### config.mk
export PLATFORM = sky130hd
export DESIGN_NAME = imem_loader
export DESIGN_NICKNAME = d
export VERILOG_FILES = /design/src/rtl/imem_loader_pkg.sv /design/src/rtl/imem_loader_byte_to_word_packer.sv /design/src/rtl/imem_loader.sv
export SDC_FILE = /design/constraint.sdc
export NUM_CORES = 1
export LEC_CHECK = 0
export BUFFER_PORTS_ARGS = -buffer_cell sky130_fd_sc_hd__buf_2
export CAP_MARGIN = 10
export CORE_MARGIN = 2
export CORE_UTILIZATION = 52
export DETAILED_ROUTE_END_ITERATION = 10
export GPL_TIMING_DRIVEN = 1
export PLACE_DENSITY = 0.76
export SLEW_MARGIN = 20
export SYNTH_ARGS = -nofsm -noshare
export SYNTH_HDL_FRONTEND = slang
export SYNTH_HIERARCHICAL = 1
export SYNTH_SLANG_ARGS = --single-unit
### constraint.sdc
create_clock -name clk -period 4.2 [get_ports clk]
set_clock_uncertainty 0.05 [all_clocks]
set_input_delay 0.21 -clock clk [delete_from_list [all_inputs] [get_ports clk]]
set_output_delay 0.21 -clock clk [all_outputs]
set_load 0.02 [all_outputs]
### src/rtl/imem_loader_pkg.sv
// Shared definitions for the instruction-memory loader and the fetch-side BRAM.
package imem_loader_pkg;

    // Single source of truth for the instruction memory size in 32-bit words.
    localparam int IMEM_DEPTH = 32000;

    typedef enum logic [2:0] {
        ST_IDLE,
        ST_LEN,
        ST_DATA,
        ST_DONE,
        ST_ERROR
    } state_e;

endpackage

### src/rtl/imem_loader_byte_to_word_packer.sv
// Collects four bytes little-endian (first byte lands in bits 7:0) and flags
// the cycle in which the fourth byte arrives, presenting the full word then.
module imem_loader_byte_to_word_packer (
    input  logic        clk,
    input  logic        rst,
    input  logic        clear,
    input  logic        byte_valid,
    input  logic [7:0]  byte_data,
    output logic        word_valid,
    output logic [31:0] word
);

    logic [1:0]  byte_idx_q, byte_idx_d;
    logic [23:0] shift_q, shift_d;

    always_comb begin
        byte_idx_d = byte_idx_q;
        shift_d    = shift_q;
        if (clear) begin
            byte_idx_d = 2'd0;
            shift_d    = 24'd0;
        end else if (byte_valid) begin
            byte_idx_d = byte_idx_q + 2'd1;
            shift_d    = {byte_data, shift_q[23:8]};
        end
    end

    // The word is completed combinationally so the caller can register it in the same edge.
    assign word_valid = byte_valid && !clear && (byte_idx_q == 2'd3);
    assign word       = {byte_data, shift_q};

    always_ff @(posedge clk) begin
        if (rst) begin
            byte_idx_q <= 2'd0;
            shift_q    <= 24'd0;
        end else begin
            byte_idx_q <= byte_idx_d;
            shift_q    <= shift_d;
        end
    end

endmodule

### src/rtl/imem_loader.sv
// Loads a length-prefixed little-endian byte stream into instruction BRAM,
// holding the core in reset (busy) until the load finishes or fails.
module imem_loader
    import imem_loader_pkg::*;
#(
    parameter int DEPTH   = IMEM_DEPTH,
    parameter int TIMEOUT = 1000000,
    parameter int CNT_W   = 24
) (
    input  logic             clk,
    input  logic             rst,
    input  logic             start,
    input  logic             rx_valid,
    input  logic [7:0]       rx_data,
    output logic             rx_ready,
    output logic             mem_we,
    output logic [31:0]      mem_addr,
    output logic [31:0]      mem_wdata,
    output logic             busy,
    output logic             done,
    output logic             error,
    output logic [CNT_W-1:0] word_count
);

    localparam int TO_W = $clog2(TIMEOUT + 1);

    state_e           state_q, state_d;
    logic [CNT_W-1:0] n_q, n_d;
    logic [CNT_W-1:0] word_count_q, word_count_d;
    logic [TO_W-1:0]  to_cnt_q, to_cnt_d;
    logic             mem_we_q, mem_we_d;
    logic [31:0]      mem_addr_q, mem_addr_d;
    logic [31:0]      mem_wdata_q, mem_wdata_d;

    logic             xfer;
    logic             last_write;
    logic             pk_clear;
    logic             word_valid;
    logic [31:0]      word;

    // Handshake: a byte moves only in a cycle where rx_valid and rx_ready are both 1;
    // rx_ready never depends on rx_valid. It drops during the final write strobe so
    // bytes beyond the announced length stay with the sender.
    assign last_write = mem_we_q && ((word_count_q + CNT_W'(1)) == n_q);
    assign rx_ready   = (state_q == ST_LEN) || ((state_q == ST_DATA) && !last_write);
    assign xfer       = rx_valid && rx_ready;

    imem_loader_byte_to_word_packer u_packer (
        .clk        (clk),
        .rst        (rst),
        .clear      (pk_clear),
        .byte_valid (xfer),
        .byte_data  (rx_data),
        .word_valid (word_valid),
        .word       (word)
    );

    always_comb begin
        state_d      = state_q;
        n_d          = n_q;
        word_count_d = word_count_q;
        to_cnt_d     = to_cnt_q;
        mem_we_d     = 1'b0;
        mem_addr_d   = mem_addr_q;
        mem_wdata_d  = mem_wdata_q;
        pk_clear     = 1'b0;

        case (state_q)
            ST_IDLE, ST_DONE, ST_ERROR: begin
                if (start) begin
                    state_d      = ST_LEN;
                    word_count_d = '0;
                    to_cnt_d     = '0;
                    pk_clear     = 1'b1;
                end
            end
            ST_LEN, ST_DATA: begin
                if (xfer) begin
                    to_cnt_d = '0;
                end else if (to_cnt_q == TO_W'(TIMEOUT - 1)) begin
                    state_d = ST_ERROR;
                end else begin
                    to_cnt_d = to_cnt_q + TO_W'(1);
                end

                if (state_q == ST_LEN) begin
                    if (word_valid) begin
                        n_d = word[CNT_W-1:0];
                        if (word == 32'd0) begin
                            state_d = ST_DONE;
                        end else if (word > 32'(DEPTH)) begin
                            state_d = ST_ERROR;
                        end else begin
                            state_d = ST_DATA;
                        end
                    end
                end else begin
                    if (word_valid) begin
                        mem_we_d    = 1'b1;
                        mem_addr_d  = 32'(word_count_q) << 2;
                        mem_wdata_d = word;
                    end
                    if (mem_we_q) begin
                        word_count_d = word_count_q + CNT_W'(1);
                    end
                    if (last_write) begin
                        state_d = ST_DONE;
                    end
                end
            end
            default: state_d = ST_IDLE;
        endcase
    end

    always_ff @(posedge clk) begin
        if (rst) begin
            state_q      <= ST_IDLE;
            n_q          <= '0;
            word_count_q <= '0;
            to_cnt_q     <= '0;
            mem_we_q     <= 1'b0;
            mem_addr_q   <= 32'd0;
            mem_wdata_q  <= 32'd0;
        end else begin
            state_q      <= state_d;
            n_q          <= n_d;
            word_count_q <= word_count_d;
            to_cnt_q     <= to_cnt_d;
            mem_we_q     <= mem_we_d;
            mem_addr_q   <= mem_addr_d;
            mem_wdata_q  <= mem_wdata_d;
        end
    end

    assign mem_we     = mem_we_q;
    assign mem_addr   = mem_addr_q;
    assign mem_wdata  = mem_wdata_q;
    assign busy       = (state_q == ST_LEN) || (state_q == ST_DATA);
    assign done       = (state_q == ST_DONE);
    assign error      = (state_q == ST_ERROR);
    assign word_count = word_count_q;

endmodule

# [After elaboration in Yosys (flattened, before gate mapping)]
# Cells that the tools add are included.
[totals] regBits=154 out_inout_bits=93 wordCells=66 in_bits=12
[classes] n_reduce_logical=20 mux=20 n_bitwise=2 n_lt_le_gt_ge=1 eq_ne=11 add_sub_neg=3
[ops] cell="$mux 24" count=3
[ops] cell="$mux 20" count=3
[ops] cell="$pmux 24 s2" count=1
[ops] cell="$pmux 20 s2" count=1
[ops] cell="$gt 32x15->1 const B" count=1
[ops] cell="$logic_not 32->1" count=1
[ops] cell="$add 24x1->24 const B" count=1
[ops] cell="$eq 24x24->1" count=1
[ops] cell="$mux 3" count=8
[ops] cell="$add 20x1->20 const B" count=1
[ops] cell="$eq 20x20->1 const B" count=1
[ops] cell="$reduce_and 3->1" count=3
[ops] cell="$eq 3x2->1 const B" count=2
[ops] cell="$ne 2x2->1 const B" count=3
[ops] cell="$pmux 3 s2" count=1
[ops] cell="$reduce_or 3->1" count=2
[ops] cell="$logic_and 1x1->1" count=5
[ops] cell="$reduce_and 4->1" count=1
[ops] cell="$reduce_or 2->1" count=2
[ops] cell="$eq 3x1->1 const B" count=1
[ops] cell="$eq 3x3->1 const B" count=1
[ops] cell="$logic_not 3->1" count=1
[ops] cell="$mux 1" count=3
[ops] cell="$ne 3x2->1 const B" count=1
[ops] cell="6 further kinds" count=9

# [Longest topological paths before layout]
# Gate-level depths: netlist of run 1.
[depth] ltp_word=12 mapped_depth=21 depth_no_buf=17

# [Cells and area by module]
# The synthesis of run 1 kept the hierarchy.
[modules_own_cells] mod="imem_loader" area_each_um2=6398.6 cells_each=851 instances=1 seq_area_each_um2=2562.5
[modules_own_cells] mod="imem_loader_byte_to_word_packer" area_each_um2=1043.5 cells_each=95 instances=1 seq_area_each_um2=520.5

# [Worst setup path before layout of run 1]
# OpenSTA, ideal clock, no wires.
[synth_path] path_kind="register to register" from="register word_count_q[0] (netlist: word_count[0])" to="register state_q[0]" path_slack_ps=-421 arrival_ps=4476 setup_time_ps=95 required_time_ps=4055 stages_incl_launch_ff=21 cell_sequence="dfxtp_1 ha_1 clkbuf_1 nand3_1 nor3_1 nand2_1 xor2_1 o211ai_1 o41ai_4 buf_6 nor2_1 buf_6 buf_6 and3b_2 inv_1 nor4_1 nand2_1 or3_1 o21ai_0 o21ai_0 a221oi_1"
[synth_between] elab_chain_len=12 word_cells_on_any_way=14 cone_classes="add/sub (1); eq/ne (1); mux (5); reduce/logical (7)"
[synth_lines] item="start: declaration" line="imem_loader.sv:29" rtl="logic [CNT_W-1:0] word_count_q, word_count_d;"
[synth_lines] item="start signal: assignment" line="imem_loader.sv:127" rtl="word_count_q <= word_count_d;"
[synth_lines] item="$add 24x1->24" line="imem_loader.sv:44" rtl="assign last_write = mem_we_q && ((word_count_q + CNT_W'(1)) == n_q);"
[synth_lines] item="$eq 24x24->1" line="imem_loader.sv:44"
[synth_lines] item="$logic_and 1x1->1" line="imem_loader.sv:44"
[synth_lines] item="$logic_not 1->1" line="imem_loader.sv:45" rtl="assign rx_ready = (state_q == ST_LEN) || ((state_q == ST_DATA) && !last_write);"
[synth_lines] item="$logic_and 1x1->1" line="imem_loader.sv:45"
[synth_lines] item="$logic_or 1x1->1" line="imem_loader.sv:45"
[synth_lines] item="$logic_and 1x1->1" line="imem_loader.sv:46" rtl="assign xfer = rx_valid && rx_ready;"
[synth_lines] item="net xfer" line="imem_loader.sv:35" rtl="logic xfer;"
[synth_lines] item="$logic_and 1x1->1 (2 in series)" line="imem_loader_byte_to_word_packer.sv:29" rtl="assign word_valid = byte_valid && !clear && (byte_idx_q == 2'd3);"
[synth_lines] item="net word_valid" line="imem_loader.sv:38" rtl="logic word_valid;"
[synth_lines] item="$mux 3" line="imem_loader.sv:87" rtl="if (word_valid) begin"
[synth_lines] item="$mux 3" line="imem_loader.sv:86" rtl="if (state_q == ST_LEN) begin"
[synth_lines] item="$pmux 3 s2" line="imem_loader.sv:68" rtl="case (state_q)"
[synth_lines] item="end signal: assignment" line="imem_loader.sv:125" rtl="state_q <= state_d;"
[synth_lines] item="end: declaration" line="imem_loader.sv:27" rtl="state_e state_q, state_d;"
# The timed path passes the listed nets, and every way through them passes these cells.
# A chain may end at the register's enable or synchronous reset.

# [Worst setup path in the final report of run 1]
# Ends and elaborated chain as after synthesis.

==> results_dict.tcl, run 1 <==
set metrics [dict create \
    run_status "finished clean" \
    postLayoutCellArea_sq_um 8700 \
    numCtsBuffers 17 \
    worst_pin_slew_ns 0.9029 \
    synth.top_cells.by_area "sky130_fd_sc_hd__dfxtp_1, sky130_fd_sc_hd__nand2_1, sky130_fd_sc_hd__a21oi_1" \
    drt_first_iter_violations 646 \
    critical_path.max_fanout 9 \
    postSynthRegisterBits 154 \
    yosysTopAreaCellShare_pct 41.43 \
    grt_usage_pct 26.96 \
    avgSynthCellArea_sq_um 7.867 \
    post_synth_instance_area_sq_um 7442 \
    port-buffer-count 96 \
    vdd.ir_drop.worst_v 0.0003424 \
    via_count_of_the_first_global_routing_pass 6217 \
    postRouteWirelength_um 19960 \
    postSynth.asyncResetShare_pct 0 \
    globalRouteOverflowTotal 0 \
    grt_pass1_wl_um 32040 \
    htree_num_levels 4 \
    area_growth_pct 16.90 \
    clock_root_cell "sky130_fd_sc_hd__clkbuf_16" \
    clock_insertion_delay_worst_skew_ns 0.43 \
    worstSetupPathType "reg -> reg" \
    routed-via-count 6952 \
    residual_drc 0 \
    vias_per_cell 5.689 \
    fillers 1236 \
    starting_density_pct 53.41 \
    finalMaxSlewViolations 0 \
    synth_edf_count 0 \
    timing.critical_path.cells "ha_4 > and3_1 > nand3_1 > or3_1 > nand3_1 > o311a_1 > o41ai_4 > nor2_2 > and3b_2 > inv_1 > nor4_1 > nand2_1 > or3_1 > o21ai_0 > o21ai_0 > a221oi_1" \
    detailedRoute.firstPassIterationCount 5 \
    finalCriticalPeriod_ns 3.859 \
    synth_cell_types 69 \
    top_level_ports 105 \
    cts.clk_slew.worst_paths_ns 0.07 \
    synth-warning-count 6 \
    cap_viol_max_count 0 \
    crit_slowest_cell "sky130_fd_sc_hd__dfxtp_2" \
    multi_input_comb_area_sq_um 3945 \
    drive_above_1_share_pct 17.47 \
    avgRoutedWirePerCell_um 16.34 \
    leakage_uw 0.003273 \
    max_stage_delay_ns 0.44 \
    fmax_mhz 259.1 \
    total_core_area_sq_um 13930 \
    worstReg2RegStart "word_count[0]" \
    critPathLaunchType "register" \
    power.density_cell_area_nw_per_um2 406.1 \
    netlist_instances 946 \
    final_antenna_net_count 0 \
    finalNetCount 1044 \
    die_x_um 123.6 \
    grt_antenna_before_repair 0 \
    worst_hold_startpoint "rx_valid" \
    hpwl_um 13810 \
    cts_sinks 154 \
    fp.dieArea_sq_um 15280 \
    synth.most_common_cell "sky130_fd_sc_hd__nand2_1" \
    unrepaired_setup_endpoints_after_global_routing "false" \
    worst-endpoint-required_ns 4.48 \
    synth.yosys.seq_area_share_pct 41.43 \
    ys_dominant_reg_cell "sky130_fd_sc_hd__dfxtp_1" \
    largest_net_degree_at_the_start_of_global_routing 75 \
    synth_largest_area_cell "sky130_fd_sc_hd__dfxtp_1" \
    clock_path_buffers 2 \
    gpl.final_weighted_congestion 1.001 \
    floorplan.rows 43 \
    worstPathArrival_ns 4.14 \
    place_area_sq_um 8033 \
    antenna-diode-count 0 \
    setup_total_negative_slack_ns 0 \
    ff_latch_area_sq_um 3085 \
    setup.worst_path.start "word_count[0]" \
    max_transition_margin_pct 39.58 \
    hold_violations 0 \
    finalCritPeriodShare_pct 91.88 \
    cts_tree "built" \
    die_y_um 123.6 \
    holdCritPathClass "in -> reg" \
    worstSetupEndpointType "register" \
    setup_viol_count_final 0 \
    synth.cells.most_frequent "sky130_fd_sc_hd__nand2_1, sky130_fd_sc_hd__dfxtp_1, sky130_fd_sc_hd__a21oi_1" \
]
placed cells by master (no fill, tap or decap), types with 21 or more instances in the layout:
cell | synthesis | routed
sky130_fd_sc_hd__nand2_1 | 208 | 207
sky130_fd_sc_hd__dfxtp_1 | 154 | 152
sky130_fd_sc_hd__a21oi_1 | 117 | 117
sky130_fd_sc_hd__buf_2 | 8 | 95
sky130_fd_sc_hd__nor2_1 | 86 | 85
sky130_fd_sc_hd__buf_4 | 20 | 31
sky130_fd_sc_hd__mux2i_1 | 28 | 28
sky130_fd_sc_hd__o21ai_0 | 25 | 25
sky130_fd_sc_hd__xor2_1 | 24 | 24
sky130_fd_sc_hd__xnor2_1 | 22 | 22
sky130_fd_sc_hd__nand3_1 | 22 | 21
layer usage:
layer  GRT usage [%]  up-vias  part of all wire, %
met5               0        -                    0
met4           7.031        0                  1.2
met3           6.227       18                  7.6
met2           42.55      290                   46
met1           37.25     3208                   45
li1                -     3436                    -
through the flow:
stage,setup slack (ns),cells,hold slack (ns),power [uW],utilization [%]
2_1_floorplan,0.007866,953,0.3072,1972,-
3_3_place_gp,0.3998,1181,0.3882,2064,57.65
3_5_place_dp,0.2929,1181,0.3930,2069,57.65
4_1_cts,0.2620,1221,0.1487,3540,62.28
5_1_grt,0.03215,1222,0.1656,3661,62.43
6_report,0.3412,1222,0.1587,3533,62.43
worst max-delay path, delay by kind of cell, from the launching register on:
family | cells | cell delay, ns
adder cells (fa/ha/maj) | 1 | 0.21
AND/OR/NAND/NOR | 9 | 1.98
flip-flops | 1 | 0.44
buffers and inverters | 1 | 0.07
AO/OA/AOI/OAI | 5 | 1.00
repair_timing:
item | CTS | global route
setup buffers | 0 | 1
gates resized for setup | 0 | 3
hold buffers | 8 | 0
hold endpoints to repair | 10 | 0
endpoints found under the setup margin | 0 | 3
cell families (layout without fill, tap and decap cells):
kind of cell             Yosys count  after routing  share of synthesized area, %
AO/OA/AOI/OAI                    200            200                         15.79
XOR/XNOR                          47             47                         5.733
adder cells (fa/ha/maj)            3              3                        0.5044
buffers and inverters             88            177                         6.405
flip-flops                       154            154                         41.43
multiplexers                      28             28                         3.766
other                              1              8                       0.05039
AND/OR/NAND/NOR                  425            425                         26.33
layout make-up:
type,count,share of cell area (%)
multi-input combinational,711,45.35
clock buffer,18,4.933
inverter,8,0.3452
clock inverter,14,1.568
tap,180,2.589
sequential,154,35.47
timing repair buffer,137,9.751
where the power goes:
| group | switching [uW] | leakage (uW) | total (uW) | internal (uW) |
|---|---|---|---|---|
| sequential | 43.6 | 0.00124 | 1530 | 1480 |
| combinational | 364 | 0.00176 | 530 | 165 |
| clock | 647 | 0.000268 | 1480 | 829 |
| total | 1060 | 0.00327 | 3530 | 2480 |
final timing paths:
check                endpoint  slack, ns  cells after the start
setup / recovery   state_q[0]       0.34                     16
hold / removal     state_q[1]       0.16                      3
setup reg to reg   state_q[0]       0.34                     16
hold reg to reg   mem_addr[7]       0.40                      2
flip-flops by register name, summed over array words and instances, names as in the netlist:
register / flops
mem_addr: 24
mem_wdata: 32
mem_we: 1
n_q: 24
state_q: 3
to_cnt_q: 20
u_packer/byte_idx_q: 2
u_packer/shift_q: 24
word_count: 24
Power figures use the tool's default switching activity.
==> run 2: changes to the inputs <==
- CORE_UTILIZATION: 52 -> 55
- PLACE_DENSITY: 0.76 -> 0.77
- SKIP_CTS_REPAIR_TIMING: default -> 1
- clock period: 4.2 -> 4.29 ns (I/O delays scaled with it)
==> run 2 against run 1 <==
Effect of this change: the flow now finishes with violations (hold timing); cell count is 1.7% lower; via count is 0.76% higher; cell area is 0.92% lower; worst hold slack worse by 0.17 ns; sequential power hardly changed; first-iteration DRC count is 8.0% higher; critical path type unchanged; critical endpoint is now state_q[2]; largest cell class unchanged; highest routed layer unchanged.
==> results_dict.tcl, run 2 (synthesis gave the netlist of run 1 again) <==
set metrics [dict create \
    vdd.ir_drop.worst_v 0.0003114 \
    cts.clk_slew.worst_paths_ns 0.06 \
    gpl.final_weighted_congestion 0.9359 \
    postLayoutCellArea_sq_um 8620 \
    power.density_cell_area_nw_per_um2 419.0 \
    port-buffer-count 96 \
    fp.dieArea_sq_um 14480 \
    fmax_mhz 246.4 \
    largest_net_degree_at_the_start_of_global_routing 73 \
    finalNetCount 1027 \
    worst-endpoint-required_ns 4.50 \
    fillers 1168 \
    leakage_uw 0.003247 \
    dp_worst_setup_slack_ns 0.2174 \
    top_level_ports 105 \
    total_core_area_sq_um 13240 \
    worst_pin_slew_ns 0.8703 \
    drt_first_iter_violations 698 \
    htree_num_levels 4 \
    area_growth_pct 15.82 \
    residual_drc 0 \
    grt_antenna_before_repair 0 \
    worstSetupEndpointType "register" \
    layout.cells.most_common "sky130_fd_sc_hd__nand2_1" \
    vias_per_cell 5.833 \
    globalRouteOverflowTotal 0 \
    antenna-diode-count 0 \
    grt_pass1_wl_um 32550 \
    floorplan.rows 42 \
    finalCritPeriodShare_pct 94.62 \
    clock_root_cell "sky130_fd_sc_hd__clkbuf_16" \
    hpwl_um 13680 \
    die_y_um 120.3 \
    worstPathArrival_ns 4.27 \
    ff_latch_area_sq_um 3087 \
    routed-via-count 7005 \
    via_count_of_the_first_global_routing_pass 6450 \
    critical_path.max_fanout 9 \
    cap_viol_max_count 0 \
    clock_insertion_delay_worst_skew_ns 0.43 \
    postRouteWirelength_um 20140 \
    grt_usage_pct 28.15 \
    detailedRoute.firstPassIterationCount 5 \
    run_status "complete, but fails checks" \
    final_cell_mix "sky130_fd_sc_hd__nand2_1, sky130_fd_sc_hd__dfxtp_1, sky130_fd_sc_hd__a21oi_1" \
    starting_density_pct 56.20 \
    largest_register_ffs 32 \
    hold_violations 2 \
    die_x_um 120.3 \
    fin_ws_ns 0.2308 \
    critPathLaunchType "register" \
    holdCritPathClass "in -> reg" \
    cts_tree "built" \
    unrepaired_setup_endpoints_after_global_routing "false" \
    max_transition_margin_pct 41.98 \
    finalMaxSlewViolations 0 \
    place_area_sq_um 7955 \
    setup_viol_count_final 0 \
    numCtsBuffers 17 \
    clock_path_buffers 2 \
    finalCriticalPeriod_ns 4.059 \
    avgRoutedWirePerCell_um 16.77 \
    failed_checks "hold timing" \
    drive_above_1_share_pct 17.07 \
    finalHoldWorstSlack_ns -0.01007 \
    cts_sinks 154 \
    worstSetupPathType "reg -> reg" \
    multi_input_comb_area_sq_um 3958 \
    final_antenna_net_count 0 \
]
## run 2: layer usage
| layer | track usage [%] | part of all wire (%) | vias to the layer above |
|---|---|---|---|
| met5 | 0 | 0 | - |
| li1 | - | - | 3397 |
| met4 | 9.084 | 1.6 | 0 |
| met1 | 38.48 | 44 | 3289 |
| met3 | 6.509 | 7.9 | 35 |
| met2 | 44.21 | 46 | 284 |
## run 2: path summary, 6_finish.rpt
path | from | end | slack (ns) | cells after the start
min | rx_data[7] | mem_wdata[31] | -0.01 | 3
max reg2reg | word_count[0] | state_q[2] | 0.23 | 17
min reg2reg | mem_addr[6] | mem_addr[6] | 0.40 | 2
max | word_count[0] | state_q[2] | 0.23 | 17
## run 2: layout make-up
class / instances / area share (%)
multi-input combinational: 711 / 45.91
sequential: 154 / 35.81
timing repair buffer: 120 / 7.984
clock buffer: 22 / 5.502
tap: 176 / 2.555
clock inverter: 10 / 1.887
inverter: 8 / 0.3484
## run 2: power breakdown
group | switching, uW | total, uW | internal, uW
Combinational | 352 | 505 | 153
Sequential | 44.3 | 1500 | 1450
Clock | 589 | 1610 | 1020
Total | 985 | 3610 | 2630
## run 2: per-stage QoR
step	total power, uW	cells	hold WS [ns]	TNS, ns	util, %
2_1_floorplan	1930	953	0.3117	-0.9749	-
5_1_grt	3732	1201	0.01229	0	65.09
4_1_cts	3613	1201	-0.01738	0	64.88
3_5_place_dp	2017	1169	0.3930	0	60.07
6_report	3612	1201	-0.01007	0	65.09
3_3_place_gp	2011	1169	0.3886	0	60.07
## run 2: critical path, stage by stage, from the launching register on
cell and delay (ns):
sky130_fd_sc_hd__dfxtp_2 0.41, sky130_fd_sc_hd__ha_2 0.29, sky130_fd_sc_hd__and3_1 0.30, sky130_fd_sc_hd__nand3_1 0.30, sky130_fd_sc_hd__or3_1 0.43, sky130_fd_sc_hd__nand3_1 0.09, sky130_fd_sc_hd__o311a_1 0.30, sky130_fd_sc_hd__o41ai_4 0.10
sky130_fd_sc_hd__nor2_2 0.12, sky130_fd_sc_hd__and3b_2 0.27, sky130_fd_sc_hd__inv_1 0.08, sky130_fd_sc_hd__nor4_1 0.16, sky130_fd_sc_hd__nand2_1 0.12, sky130_fd_sc_hd__or3_1 0.33, sky130_fd_sc_hd__o21ai_1 0.20, sky130_fd_sc_hd__nor2_1 0.10
sky130_fd_sc_hd__nor2_1 0.14, sky130_fd_sc_hd__a221oi_1 0.10
